===== config.mk =====
export PLATFORM = sky130hd
export DESIGN_NAME = vec_vsetvl_unit_flat
export DESIGN_NICKNAME = d
export VERILOG_FILES = /design/src/rtl/vec_vsetvl_unit_pkg.sv /design/src/rtl/vec_vsetvl_unit_if.sv /design/src/rtl/vec_vsetvl_unit_vtype_decode.sv /design/src/rtl/vec_vsetvl_unit.sv /design/src/flat_wrapper.sv
export SDC_FILE = /design/constraint.sdc
export NUM_CORES = 1
export LEC_CHECK = 0
export CAP_MARGIN = 10
export CORE_AREA = 2 2 130 132
export CTS_CLUSTER_SIZE = 8
export DETAILED_ROUTE_END_ITERATION = 10
export DIE_AREA = 0 0 132 134
export GPL_TIMING_DRIVEN = 0
export PLACE_DENSITY = 0.79
export RECOVER_POWER = 100
export SKIP_CTS_REPAIR_TIMING = 1
export SKIP_LAST_GASP = 1
export SLEW_MARGIN = 20
export SYNTH_ARGS = -nofsm -noshare
export SYNTH_HDL_FRONTEND = slang
export SYNTH_SLANG_ARGS = --single-unit

===== constraint.sdc =====
create_clock -name clk -period 6 [get_ports clk]
set_input_delay 0.9 -clock clk [delete_from_list [all_inputs] [get_ports clk]]
set_output_delay 0.9 -clock clk [all_outputs]
set_load 0.05 [all_outputs]

===== src/rtl/vec_vsetvl_unit_pkg.sv =====
// Shared vector CSR definitions: vtype layout, config-instruction decode and
// the vsetvl unit state encoding.
package vec_de_csr_defs;

  typedef enum logic [1:0] {
    ST_IDLE,
    ST_WAIT,
    ST_COMMIT,
    ST_RESP
  } vsetvl_state_e;

  typedef enum logic [2:0] {
    LMUL_1, LMUL_2, LMUL_4, LMUL_8, LMUL_RSV, LMUL_F8, LMUL_F4, LMUL_F2
  } vlmul_e;

  typedef enum logic [2:0] {
    SEW_8, SEW_16, SEW_32, SEW_64, SEW_RSV4, SEW_RSV5, SEW_RSV6, SEW_RSV7
  } vew_e;

  typedef struct packed {
    logic   vma;
    logic   vta;
    vew_e   vsew;
    vlmul_e vlmul;
  } csr_vtype_s;

  typedef enum logic [1:0] {
    CFG_NONE,
    CFG_VSETVLI,
    CFG_VSETIVLI,
    CFG_VSETVL
  } cfg_kind_e;

  localparam logic [6:0] OPC_VECTOR = 7'h57;
  localparam logic [2:0] F3_CFG     = 3'b111;

  // vill always occupies the MSB of vtype, whatever the scalar width.
  function automatic int vill_pos(input int xlen);
    return xlen - 1;
  endfunction

  function automatic cfg_kind_e decode_cfg(input logic [31:0] inst);
    cfg_kind_e kind;
    kind = CFG_NONE;
    if (inst[6:0] == OPC_VECTOR && inst[14:12] == F3_CFG) begin
      if (!inst[31])                 kind = CFG_VSETVLI;
      else if (inst[30])             kind = CFG_VSETIVLI;
      else if (inst[29:25] == 5'b0)  kind = CFG_VSETVL;
    end
    return kind;
  endfunction

endpackage


===== src/rtl/vec_vsetvl_unit_if.sv =====
// Core-side bundle of the vsetvl unit: instruction issue, CSR write and rd writeback.
interface vec_vsetvl_unit_if #(
  parameter int XLEN = 32
) ();
  logic            inst_valid;
  logic            inst_ready;
  logic [31:0]     inst;
  logic [XLEN-1:0] rs1_data;
  logic [XLEN-1:0] rs2_data;
  logic [XLEN-1:0] cur_vl;
  logic            vec_busy;
  logic            csrwr_en;
  logic [XLEN-1:0] csr_vl_out;
  logic [XLEN-1:0] csr_vtype_out;
  logic            rd_valid;
  logic            rd_ready;
  logic [4:0]      rd_addr;
  logic [XLEN-1:0] rd_data;

  modport slave (
    input  inst_valid, inst, rs1_data, rs2_data, cur_vl, vec_busy, rd_ready,
    output inst_ready, csrwr_en, csr_vl_out, csr_vtype_out, rd_valid, rd_addr, rd_data
  );

  modport master (
    output inst_valid, inst, rs1_data, rs2_data, cur_vl, vec_busy, rd_ready,
    input  inst_ready, csrwr_en, csr_vl_out, csr_vtype_out, rd_valid, rd_addr, rd_data
  );
endinterface


===== src/rtl/vec_vsetvl_unit_vtype_decode.sv =====
// Combinational vtype check: flags illegal encodings and derives VLMAX.
module vec_vtype_decode
  import vec_de_csr_defs::*;
#(
  parameter int XLEN = 32,
  parameter int VLEN = 512
) (
  input  logic [XLEN-2:0] vtype,
  output logic            vill,
  output logic [9:0]      vlmax
);
  csr_vtype_s vt;

  assign vt    = csr_vtype_s'(vtype[7:0]);
  assign vill  = (vt.vsew > SEW_64) || (vt.vlmul > LMUL_8) || (|vtype[XLEN-2:8]);
  // Only integer LMUL reaches here legally, so a left shift covers every legal case.
  assign vlmax = 10'((32'(VLEN) << 3'(vt.vlmul)) >> (4'(vt.vsew) + 4'd3));
endmodule


===== src/rtl/vec_vsetvl_unit.sv =====
// vsetvl/vsetvli/vsetivli execution: waits for the vector pipe to drain, writes
// vtype/vl to the CSR file, then returns the new vl to rd.
module vec_vsetvl_unit
  import vec_de_csr_defs::*;
#(
  parameter int XLEN = 32,
  parameter int VLEN = 512
) (
  input logic              clk,
  input logic              n_rst,
  vec_vsetvl_unit_if.slave bus
);
  vsetvl_state_e   state_q, state_d;
  logic [31:0]     inst_q;
  logic [XLEN-1:0] rs1_q, cur_vl_q;
  logic [XLEN-2:0] rs2_q;
  cfg_kind_e       kind_q;
  logic [4:0]      rd_idx, rs1_idx;
  logic [XLEN-2:0] vtype_sel;
  csr_vtype_s      vt_legal;
  logic            vill;
  logic [9:0]      vlmax;
  logic [XLEN-1:0] vlmax_x, avl, vl_res, vtype_res;
  logic            accept, ready_c, csrwr_c, rd_valid_c;

  assign accept  = (state_q == ST_IDLE) && bus.inst_valid && (decode_cfg(bus.inst) != CFG_NONE);
  assign kind_q  = decode_cfg(inst_q);
  assign rd_idx  = inst_q[11:7];
  assign rs1_idx = inst_q[19:15];

  // NOTE: operand capture has no reset; it is only read after an accept has loaded it.
  always_ff @(posedge clk) begin
    if (accept) begin
      inst_q   <= bus.inst;
      rs1_q    <= bus.rs1_data;
      rs2_q    <= bus.rs2_data[XLEN-2:0];
      cur_vl_q <= bus.cur_vl;
    end
  end

  vec_vtype_decode #(.XLEN(XLEN), .VLEN(VLEN)) u_vtype_decode (
    .vtype (vtype_sel),
    .vill  (vill),
    .vlmax (vlmax)
  );

  always_comb begin
    case (kind_q)
      CFG_VSETVLI:  vtype_sel = (XLEN-1)'(inst_q[30:20]);
      CFG_VSETIVLI: vtype_sel = (XLEN-1)'(inst_q[29:20]);
      default:      vtype_sel = rs2_q;
    endcase

    vlmax_x = XLEN'(vlmax);
    if (kind_q == CFG_VSETIVLI) avl = XLEN'(rs1_idx);
    else if (rs1_idx != '0)     avl = rs1_q;
    else if (rd_idx != '0)      avl = vlmax_x;
    else                        avl = cur_vl_q;

    vl_res    = (avl < vlmax_x) ? avl : vlmax_x;
    vt_legal  = csr_vtype_s'(vtype_sel[7:0]);
    vtype_res = XLEN'(vt_legal);
    if (vill) begin
      vl_res    = '0;
      vtype_res = XLEN'(1) << vill_pos(XLEN);
    end
  end

  // NOTE: flops use non-blocking assignment so every register samples pre-edge values.
  always_ff @(posedge clk or negedge n_rst) begin
    if (!n_rst) state_q <= ST_IDLE;
    else        state_q <= state_d;
  end

  // Results are latched on the WAIT->COMMIT edge so they are stable in COMMIT and RESP.
  always_ff @(posedge clk or negedge n_rst) begin
    if (!n_rst) begin
      bus.csr_vl_out    <= '0;
      bus.csr_vtype_out <= '0;
      bus.rd_addr       <= '0;
      bus.rd_data       <= '0;
    end else if (state_q == ST_WAIT && !bus.vec_busy) begin
      bus.csr_vl_out    <= vl_res;
      bus.csr_vtype_out <= vtype_res;
      bus.rd_addr       <= rd_idx;
      bus.rd_data       <= vl_res;
    end
  end

  // NOTE: every combinational output gets a default first so no latch is inferred.
  always_comb begin
    state_d    = state_q;
    ready_c    = 1'b0;
    csrwr_c    = 1'b0;
    rd_valid_c = 1'b0;
    case (state_q)
      ST_IDLE: begin
        ready_c = 1'b1;
        if (accept) state_d = ST_WAIT;
      end
      ST_WAIT: if (!bus.vec_busy) state_d = ST_COMMIT;
      ST_COMMIT: begin
        csrwr_c = 1'b1;
        state_d = (rd_idx != '0) ? ST_RESP : ST_IDLE;
      end
      ST_RESP: begin
        rd_valid_c = 1'b1;
        if (bus.rd_ready) state_d = ST_IDLE;
      end
      default: state_d = ST_IDLE;
    endcase
  end

  assign bus.inst_ready = ready_c;
  assign bus.csrwr_en   = csrwr_c;
  assign bus.rd_valid   = rd_valid_c;
endmodule

===== src/flat_wrapper.sv =====
// flat-port wrapper written by rule: the top's interface ports become plain ports
module vec_vsetvl_unit_flat import vec_de_csr_defs::*;
#(
  parameter int XLEN = 32,
  parameter int VLEN = 512
)
  (clk, n_rst, bus_inst_valid, bus_inst, bus_rs1_data, bus_rs2_data, bus_cur_vl, bus_vec_busy, bus_rd_ready, bus_inst_ready, bus_csrwr_en, bus_csr_vl_out, bus_csr_vtype_out, bus_rd_valid, bus_rd_addr, bus_rd_data);
  vec_vsetvl_unit_if #(.XLEN(XLEN)) bus_i ();
  input logic clk;
  input logic n_rst;
  input wire logic [$bits(bus_i.inst_valid)-1:0] bus_inst_valid;
  input wire logic [$bits(bus_i.inst)-1:0] bus_inst;
  input wire logic [$bits(bus_i.rs1_data)-1:0] bus_rs1_data;
  input wire logic [$bits(bus_i.rs2_data)-1:0] bus_rs2_data;
  input wire logic [$bits(bus_i.cur_vl)-1:0] bus_cur_vl;
  input wire logic [$bits(bus_i.vec_busy)-1:0] bus_vec_busy;
  input wire logic [$bits(bus_i.rd_ready)-1:0] bus_rd_ready;
  output wire logic [$bits(bus_i.inst_ready)-1:0] bus_inst_ready;
  output wire logic [$bits(bus_i.csrwr_en)-1:0] bus_csrwr_en;
  output wire logic [$bits(bus_i.csr_vl_out)-1:0] bus_csr_vl_out;
  output wire logic [$bits(bus_i.csr_vtype_out)-1:0] bus_csr_vtype_out;
  output wire logic [$bits(bus_i.rd_valid)-1:0] bus_rd_valid;
  output wire logic [$bits(bus_i.rd_addr)-1:0] bus_rd_addr;
  output wire logic [$bits(bus_i.rd_data)-1:0] bus_rd_data;
  assign bus_i.inst_valid = bus_inst_valid;
  assign bus_i.inst = bus_inst;
  assign bus_i.rs1_data = bus_rs1_data;
  assign bus_i.rs2_data = bus_rs2_data;
  assign bus_i.cur_vl = bus_cur_vl;
  assign bus_i.vec_busy = bus_vec_busy;
  assign bus_i.rd_ready = bus_rd_ready;
  assign bus_inst_ready = bus_i.inst_ready;
  assign bus_csrwr_en = bus_i.csrwr_en;
  assign bus_csr_vl_out = bus_i.csr_vl_out;
  assign bus_csr_vtype_out = bus_i.csr_vtype_out;
  assign bus_rd_valid = bus_i.rd_valid;
  assign bus_rd_addr = bus_i.rd_addr;
  assign bus_rd_data = bus_i.rd_data;
  vec_vsetvl_unit #(.XLEN(XLEN), .VLEN(VLEN)) u_core (.clk(clk), .n_rst(n_rst), .bus(bus_i));
endmodule

==> flow_summary.json <==
{
  "wl_mm": 17.1,
  "crit_fanout": 10,
  "syn_inst": 545,
  "final_cell_count_no_fill": 1036,
  "drtPass1Iterations": 4,
  "yosys_warnings": 0,
  "clk_latency_ps": 430,
  "cts_made_buffers": 17,
  "portBuffers": 212,
  "crit_buf_inv": 5,
  "clk_pin_slew_worst_paths_ps": 70,
  "fillers": 1231,
  "antenna_left": 0,
  "hold_viol": 0,
  "die_y_um": 134,
  "synth-edff-count": 127,
  "grt-ovfl-total": 0,
  "syn_to_final_growth_pct": 42.9,
  "grt_max_degree": 99,
  "end_kind": "register",
  "wl_per_cell_um": 16.5,
  "worstHoldPathType": "reg -> reg",
  "ff2ff_path_depth": 26,
  "synth_area_mm2": 0.00735,
  "synth_flop_cell": "edfxtp_1",
  "dp_cells": 1001,
  "synth_cell_type_count": 61,
  "setup_viol": 0,
  "clock.fmax_ghz": 0.181,
  "max_stage_delay_ps": 420,
  "power.leakage_uw": 0.00422,
  "critPathKind": "reg -> reg",
  "min_from": "u_core.inst_q[8]",
  "power.density_mw_per_mm2": 269,
  "gp_congestion": 0.812,
  "min_period_over_period_pct": 92.3,
  "rrSetupSlack_ps": 460,
  "hpwl_mm": 13.0,
  "critPathArrivalTime_ps": 5840,
  "peakVddDrop_v": 0.000195,
  "viasPerCell": 4.97,
  "grt_usage_pct": 19.4,
  "rsz0062_at_grt": "no",
  "antenna_found_initial": 3,
  "dieArea_mm2": 0.0177,
  "vias": 5145,
  "ys_seq_area_share_pct": 68.3,
  "htreeDepth": 4,
  "fin_util_pct": 64.5,
  "crit_top_cell": "o21ai_0",
  "worstHoldPathCells": 2,
  "crit_family": "simple AND/OR/NAND/NOR gates",
  "root_buffer": "clkbuf_16",
  "ioPinCount": 237,
  "drv_slew": 134,
  "coreArea_mm2": 0.0163,
  "die_x_um": 132,
  "initial_core_util_pct": 45.1,
  "clockBufferDepth": 2,
  "skew_ps": 13.6,
  "drv_cap": 2,
  "drtIter0Drc": 288,
  "synth_seq_cells": 175,
  "row_count": 47,
  "r2r-end": "u_core.bus.rd_data[9]",
  "period_minus_slack_ps": 5540,
  "slowest_stage": "or3_1",
  "syn_area_per_cell_um2": 13.5,
  "setup_tns_ps": 0,
  "grt_pass1_wl_mm": 26.3,
  "violations": "max-capacitance violations, max-slew violations",
  "grt_pass1_vias": 5079,
  "cts.sinks": 175,
  "required_ps": 6310,
  "worst_pin_slew_ps": 2250,
  "layout.nets": 944,
  "rr_startpoint": "u_core.inst_q[29]",
  "relSlewSlack_pct": -49.7,
  "drive_gt1_share_pct": 14.8,
  "status": "finished, violations left",
  "min_to": "u_core.bus.rd_addr[1]",
  "synthArstFlopShare_pct": 27.4,
  "cts_tree": "built",
  "drc": 0,
  "start_kind": "register"
}
## per-stage QoR
| step | cell area [um^2] | setup WS (ps) | hold slack, ps | power [uW] |
|---|---|---|---|---|
| global placement | 9830 | 137 | 459 | 1730 |
| finish | 10500 | 464 | 472 | 2820 |
| CTS | 10500 | 48.1 | 382 | 2870 |
| detailed placement | 9870 | 64.2 | 460 | 1740 |
| floorplan | 7430 | 1090 | 441 | 1560 |
| global route | 10500 | 11.8 | 506 | 2920 |
## synth_stat cells (2+ instances only)
master    count  share of area [%]
edfxtp_1    127                 52
buf_4        55                5.6
nand2_1      51                2.6
dfrtp_1      48                 16
and2_1       30                2.6
nor2_1       26                1.3
o21ai_0      24                1.6
nor4_1       20                1.7
a21oi_1      18                1.2
nor3_1       12               0.82
ha_1         11                1.9
nand4_1      10               0.85
inv_1         9               0.46
clkbuf_1      7               0.36
a211oi_1      6               0.61
nand3_1       6               0.41
o21a_1        5               0.51
o21ai_1       5               0.34
a22o_1        4               0.48
buf_6         4               0.61
a221o_1       3               0.41
a31o_1        3               0.36
buf_2         3               0.20
nor2_2        3               0.26
nor2b_1       3               0.26
o211ai_1      3               0.31
o22ai_1       3               0.26
o31ai_2       3               0.51
xnor2_1       3               0.36
a22oi_1       2               0.20
a31oi_1       2               0.17
clkbuf_8      2               0.37
mux2i_1       2               0.27
nor4b_1       2               0.24
o311ai_0      2               0.24
or2_2         2               0.17
or3_1         2               0.17
## how the worst max path moves through the flow
stage / cells after the start / start / endpoint
after global placement: 5 / bus_inst[25] / u_core.rs1_q[6]
final: 26 / u_core.inst_q[29] / u_core.bus.rd_data[9]
after floorplan: 24 / u_core.inst_q[29] / u_core.bus.rd_data[9]
after CTS: 24 / u_core.inst_q[29] / u_core.bus.rd_data[9]
after detailed placement: 24 / u_core.inst_q[29] / u_core.bus.rd_data[9]
after global routing: 26 / u_core.inst_q[29] / u_core.bus.rd_data[9]
## metal layers
metal	global-route usage (%)	share of wire [%]
met5	0	0
met4	7.13	2.2
met2	33.2	50
met3	5.82	8.2
met1	23.3	40
## cells in the final DEF, fill, tap and decap left out, types with 3 or more instances in the layout
| cell | count |
|---|---|
| nand4_1 | 10 |
| clkbuf_1 | 11 |
| a221o_1 | 3 |
| and2_0 | 16 |
| dfrtp_1 | 48 |
| inv_8 | 4 |
| buf_4 | 55 |
| clkinv_4 | 3 |
| nor2_1 | 26 |
| nor3_1 | 12 |
| nor2_2 | 3 |
| a31o_1 | 3 |
| buf_6 | 3 |
| nand2_1 | 51 |
| o21ai_1 | 4 |
| a22o_1 | 4 |
| o21a_1 | 5 |
| dlygate4sd3_1 | 209 |
| o22ai_1 | 3 |
| conb_1 | 23 |
| inv_1 | 8 |
| and2_1 | 14 |
| a211oi_1 | 6 |
| o21ai_0 | 22 |
| o211ai_1 | 3 |
| edfxtp_1 | 127 |
| o21ai_2 | 3 |
| ha_1 | 11 |
| diode_2 | 3 |
| a21oi_1 | 18 |
| inv_6 | 3 |
| nor4_1 | 18 |
| nand3_1 | 6 |
| clkbuf_16 | 17 |
| nor2b_1 | 3 |
## sequential cells by signal, summed over array words and instances, names as in the netlist
| signal | cells |
|---|---|
| u_core.state_q | 2 |
| u_core.bus.rd_addr | 5 |
| u_core.bus.csr_vtype_out | 9 |
| u_core.bus.rd_data | 32 |
| u_core.rs2_q | 31 |
| u_core.rs1_q | 32 |
| u_core.cur_vl_q | 32 |
| u_core.inst_q | 32 |
## worst reg2reg max path, delay by kind of cell (launching register included)
| kind | cells | cell delay, ps |
|---|---|---|
| and+or+nand+nor | 9 | 2010 |
| DFF | 1 | 350 |
| AOI/OAI and AO/OA | 9 | 1780 |
| xor gates and xnor gates | 1 | 120 |
| buffers and inverters | 5 | 680 |
| adders and majority gates | 2 | 490 |
## power by group
part	internal [uW]	switching (uW)
Combinational	128	216
Clock	637	503
Sequential	1320	14.8
Total	2090	734
## area by class of cell
type                    instances  area [um^2]  share of cell area [%]
flip-flops and latches        175         5010                    47.8
repair buffers                214         2120                    20.2
multi-input cells             310         1890                    18.0
plain buffers                  73          533                    5.08
clock buffers                  17          425                    4.05
well taps                     220          275                    2.62
clock inverters                15          198                    1.88
inverters                       9         35.0                   0.334
diodes                          3         7.51                  0.0715
## logic make-up after synthesis
group,count (synthesis),share of synthesized area [%]
and+or+nand+nor,177,12.5
DFF,175,68.3
AOI/OAI and AO/OA,94,8.87
buffers and inverters,82,7.82
adders and majority gates,11,1.87
xor gates and xnor gates,3,0.358
muxes,2,0.273
other,1,0.0510
(Power assumes the default switching activity.)
==> patch 1: new RTL, config.mk and constraints unchanged <==
`XLEN` is set to 32 in 4 places; all go to 64.
--- a/src/rtl/vec_vsetvl_unit_if.sv
+++ b/src/rtl/vec_vsetvl_unit_if.sv
@@ -1,5 +1,5 @@
 // Core-side bundle of the vsetvl unit: instruction issue, CSR write and rd writeback.
 interface vec_vsetvl_unit_if #(
-  parameter int XLEN = 32
+  parameter int XLEN = 64
 ) ();
   logic            inst_valid;
--- a/src/rtl/vec_vsetvl_unit_vtype_decode.sv
+++ b/src/rtl/vec_vsetvl_unit_vtype_decode.sv
@@ -3,5 +3,5 @@
   import vec_de_csr_defs::*;
 #(
-  parameter int XLEN = 32,
+  parameter int XLEN = 64,
   parameter int VLEN = 512
 ) (
--- a/src/rtl/vec_vsetvl_unit.sv
+++ b/src/rtl/vec_vsetvl_unit.sv
@@ -4,5 +4,5 @@
   import vec_de_csr_defs::*;
 #(
-  parameter int XLEN = 32,
+  parameter int XLEN = 64,
   parameter int VLEN = 512
 ) (
--- a/src/flat_wrapper.sv
+++ b/src/flat_wrapper.sv
@@ -2,5 +2,5 @@
 module vec_vsetvl_unit_flat import vec_de_csr_defs::*;
 #(
-  parameter int XLEN = 32,
+  parameter int XLEN = 64,
   parameter int VLEN = 512
 )
Ports: changed (6 resized); port bits go from 237 to 429. No check against the original RTL was run, so the function may have changed too.
==> patch 1 against the original RTL <==
- the run now fails in detailed placement (3_5_place_dp)
- area after synthesis rose by 63%
==> patch 1: results (changes against the original RTL) <==
- Post-synthesis sequential area ratio: 0.725 (was 0.683)
- Err: [ERROR DPL-0038] Utilization greater than 100%, impossible to legalize
- Post-synth EDFFs: 223 (was 127)
- Outcome: aborted with a tool error (was complete, but fails checks)
- Synth warn: 0 (unchanged)
- Yosys cell types: 62 (was 61)
- # port buffers: 372 (was 212)
- Halt Stage: detailed placement (3_5_place_dp)
- Fraction of registers with async set/reset: 0.264 (was 0.274)
- Synth Register Bits: 303 (was 175)
- Ranking of synthesized cells by area: edfxtp_1 (56%), dfrtp_1 (17%), buf_4 (7.6%) (was edfxtp_1 (52%), dfrtp_1 (16%), buf_4 (5.6%))
- Gpl congestion: 0.978 (was 0.812)
- Most common library cells after synthesis: edfxtp_1 (223), buf_4 (121), dfrtp_1 (80) (was edfxtp_1 (127), buf_4 (55), nand2_1 (51))
-- patch 1: cells by family after synthesis --
logic type,synth area share
simple gates,0.114
fa+ha+maj,0.0115
xor+xnor,0.00417
compound gates,0.0602
buf+inv,0.0848
other cells,0.000313
flops,0.725
-- patch 1: metrics by stage --
stage,cells,setup slack (ns),hold WS [ns],TNS (ns),instance area [um^2]
after floorplan,869,1.06,0.442,0,12200
after global placement,1461,-0.450,0.456,-96.93,16200
==> patch 2: new RTL, same settings <==
Without the edit above. The 4 states of `vsetvl_state_e` get a one-hot encoding in 4 bits.
--- a/src/rtl/vec_vsetvl_unit_pkg.sv
+++ b/src/rtl/vec_vsetvl_unit_pkg.sv
@@ -3,9 +3,9 @@
 package vec_de_csr_defs;
 
-  typedef enum logic [1:0] {
-    ST_IDLE,
-    ST_WAIT,
-    ST_COMMIT,
-    ST_RESP
+  typedef enum logic [3:0] {
+    ST_IDLE   = 4'b0001,
+    ST_WAIT   = 4'b0010,
+    ST_COMMIT = 4'b0100,
+    ST_RESP   = 4'b1000
   } vsetvl_state_e;
 
Behaviour: same outputs for any inputs over 4 cycles, from zero or initial values and one cycle with n_rst low; so few cycles prove little.
==> patch 2 against the original RTL <==
- highest routed layer unchanged
- area after synthesis increased by 0.77%
- cell area increased by 0.64%
- final cell count increased by 2.5%
- sequential cell count increased by 2
- the run still ends with capacitance limit, slew limit left
- utilization increased by 0.41 points
- die area unchanged
- clock skew increased by 0.0030 ns
- setup slack got worse by 0.16 ns
- routed wire length increased by 1.1%
Power is not compared: it rests on default switching activity, and its combinational part moved more than twofold at a synthesized area within 25%.
==> patch 2: results (changes against the original RTL) <==
- Outcome: complete, but fails checks (unchanged)
- Slew Viols, Final: 33 (was 134)
- Arr. time, crit path: 6.04 ns (was 5.84 ns)
- Largest net degree at the start of global routing: 33 (was 99)
- M1 WL: 6.59 mm (was 6.82 mm)
- Post-synthesis sequential area ratio: 0.684 (was 0.683)
- Nets@finish: 967 (was 944)
- Post-place setup slack: 0.330 ns (was 0.0642 ns)
- Initial Utilization: 0.454 (was 0.451)
- Initial antenna violation count: 6 (was 3)
- #MultiIn Comb: 324 (was 310)
- Ranking of synthesized cells by area: edfxtp_1 (52%), dfrtp_1 (17%), buf_4 (5.8%) (was edfxtp_1 (52%), dfrtp_1 (16%), buf_4 (5.6%))
- Max-cap viol count: 1 (was 2)
- Worst Max-Slew Pin Slew: 1.69 ns (was 2.25 ns)
- Layout Cells excl Fill: 1062 (was 1036)
- First-pass GRT wire length: 27.3 mm (was 26.3 mm)
- GR Layer Usage met3: 0.0854 (was 0.0582)
- Worst path slowest cell: nor4_1 (was or3_1)
- Detailed Place HPWL: 13.4 mm (was 13.0 mm)
- Failing checks: capacitance limit, slew limit (unchanged)
- NonClk Buf Share: 0.252 (was 0.253)
- WL met2: 8.77 mm (was 8.47 mm)
- Gpl congestion: 0.928 (was 0.812)
- Diodes inserted: 6 (was 3)
- Routed Wire Length: 17.3 mm (was 17.1 mm)
- DRT iter0 DRCs: 230 (was 288)
- Non-CTS buffers: 295 (was 287)
- Placed cell area: 10000 um^2 (was 9870 um^2)
- Final sequential cell count: 177 (was 175)
## patch 2: worst paths after layout
kind	startpoint	depth (start not counted)	slack (ns)	end
max in group asynchronous	n_rst	2	3.32	u_core.bus.csr_vtype_out[0]$_DFFE_PN0P_
min	u_core.inst_q[7]$_DFFE_PP_	2	0.46	u_core.bus.rd_addr[0]$_DFFE_PN0P_
min in group asynchronous	n_rst	1	0.60	u_core.bus.rd_data[18]$_DFFE_PN0P_
max reg2reg	u_core.inst_q[28]$_DFFE_PP_	24	0.30	u_core.bus.rd_data[3]$_DFFE_PN0P_
min reg2reg	u_core.inst_q[7]$_DFFE_PP_	2	0.46	u_core.bus.rd_addr[0]$_DFFE_PN0P_
max	u_core.inst_q[28]$_DFFE_PP_	24	0.30	u_core.bus.rd_data[3]$_DFFE_PN0P_
## patch 2: cells by family after synthesis
family	synth area share
compound gates	0.0874
xor+xnor	0.00355
fa+ha+maj	0.0186
buf+inv	0.0701
flops	0.684
mux	0.00355
other cells	0.000507
simple gates	0.132
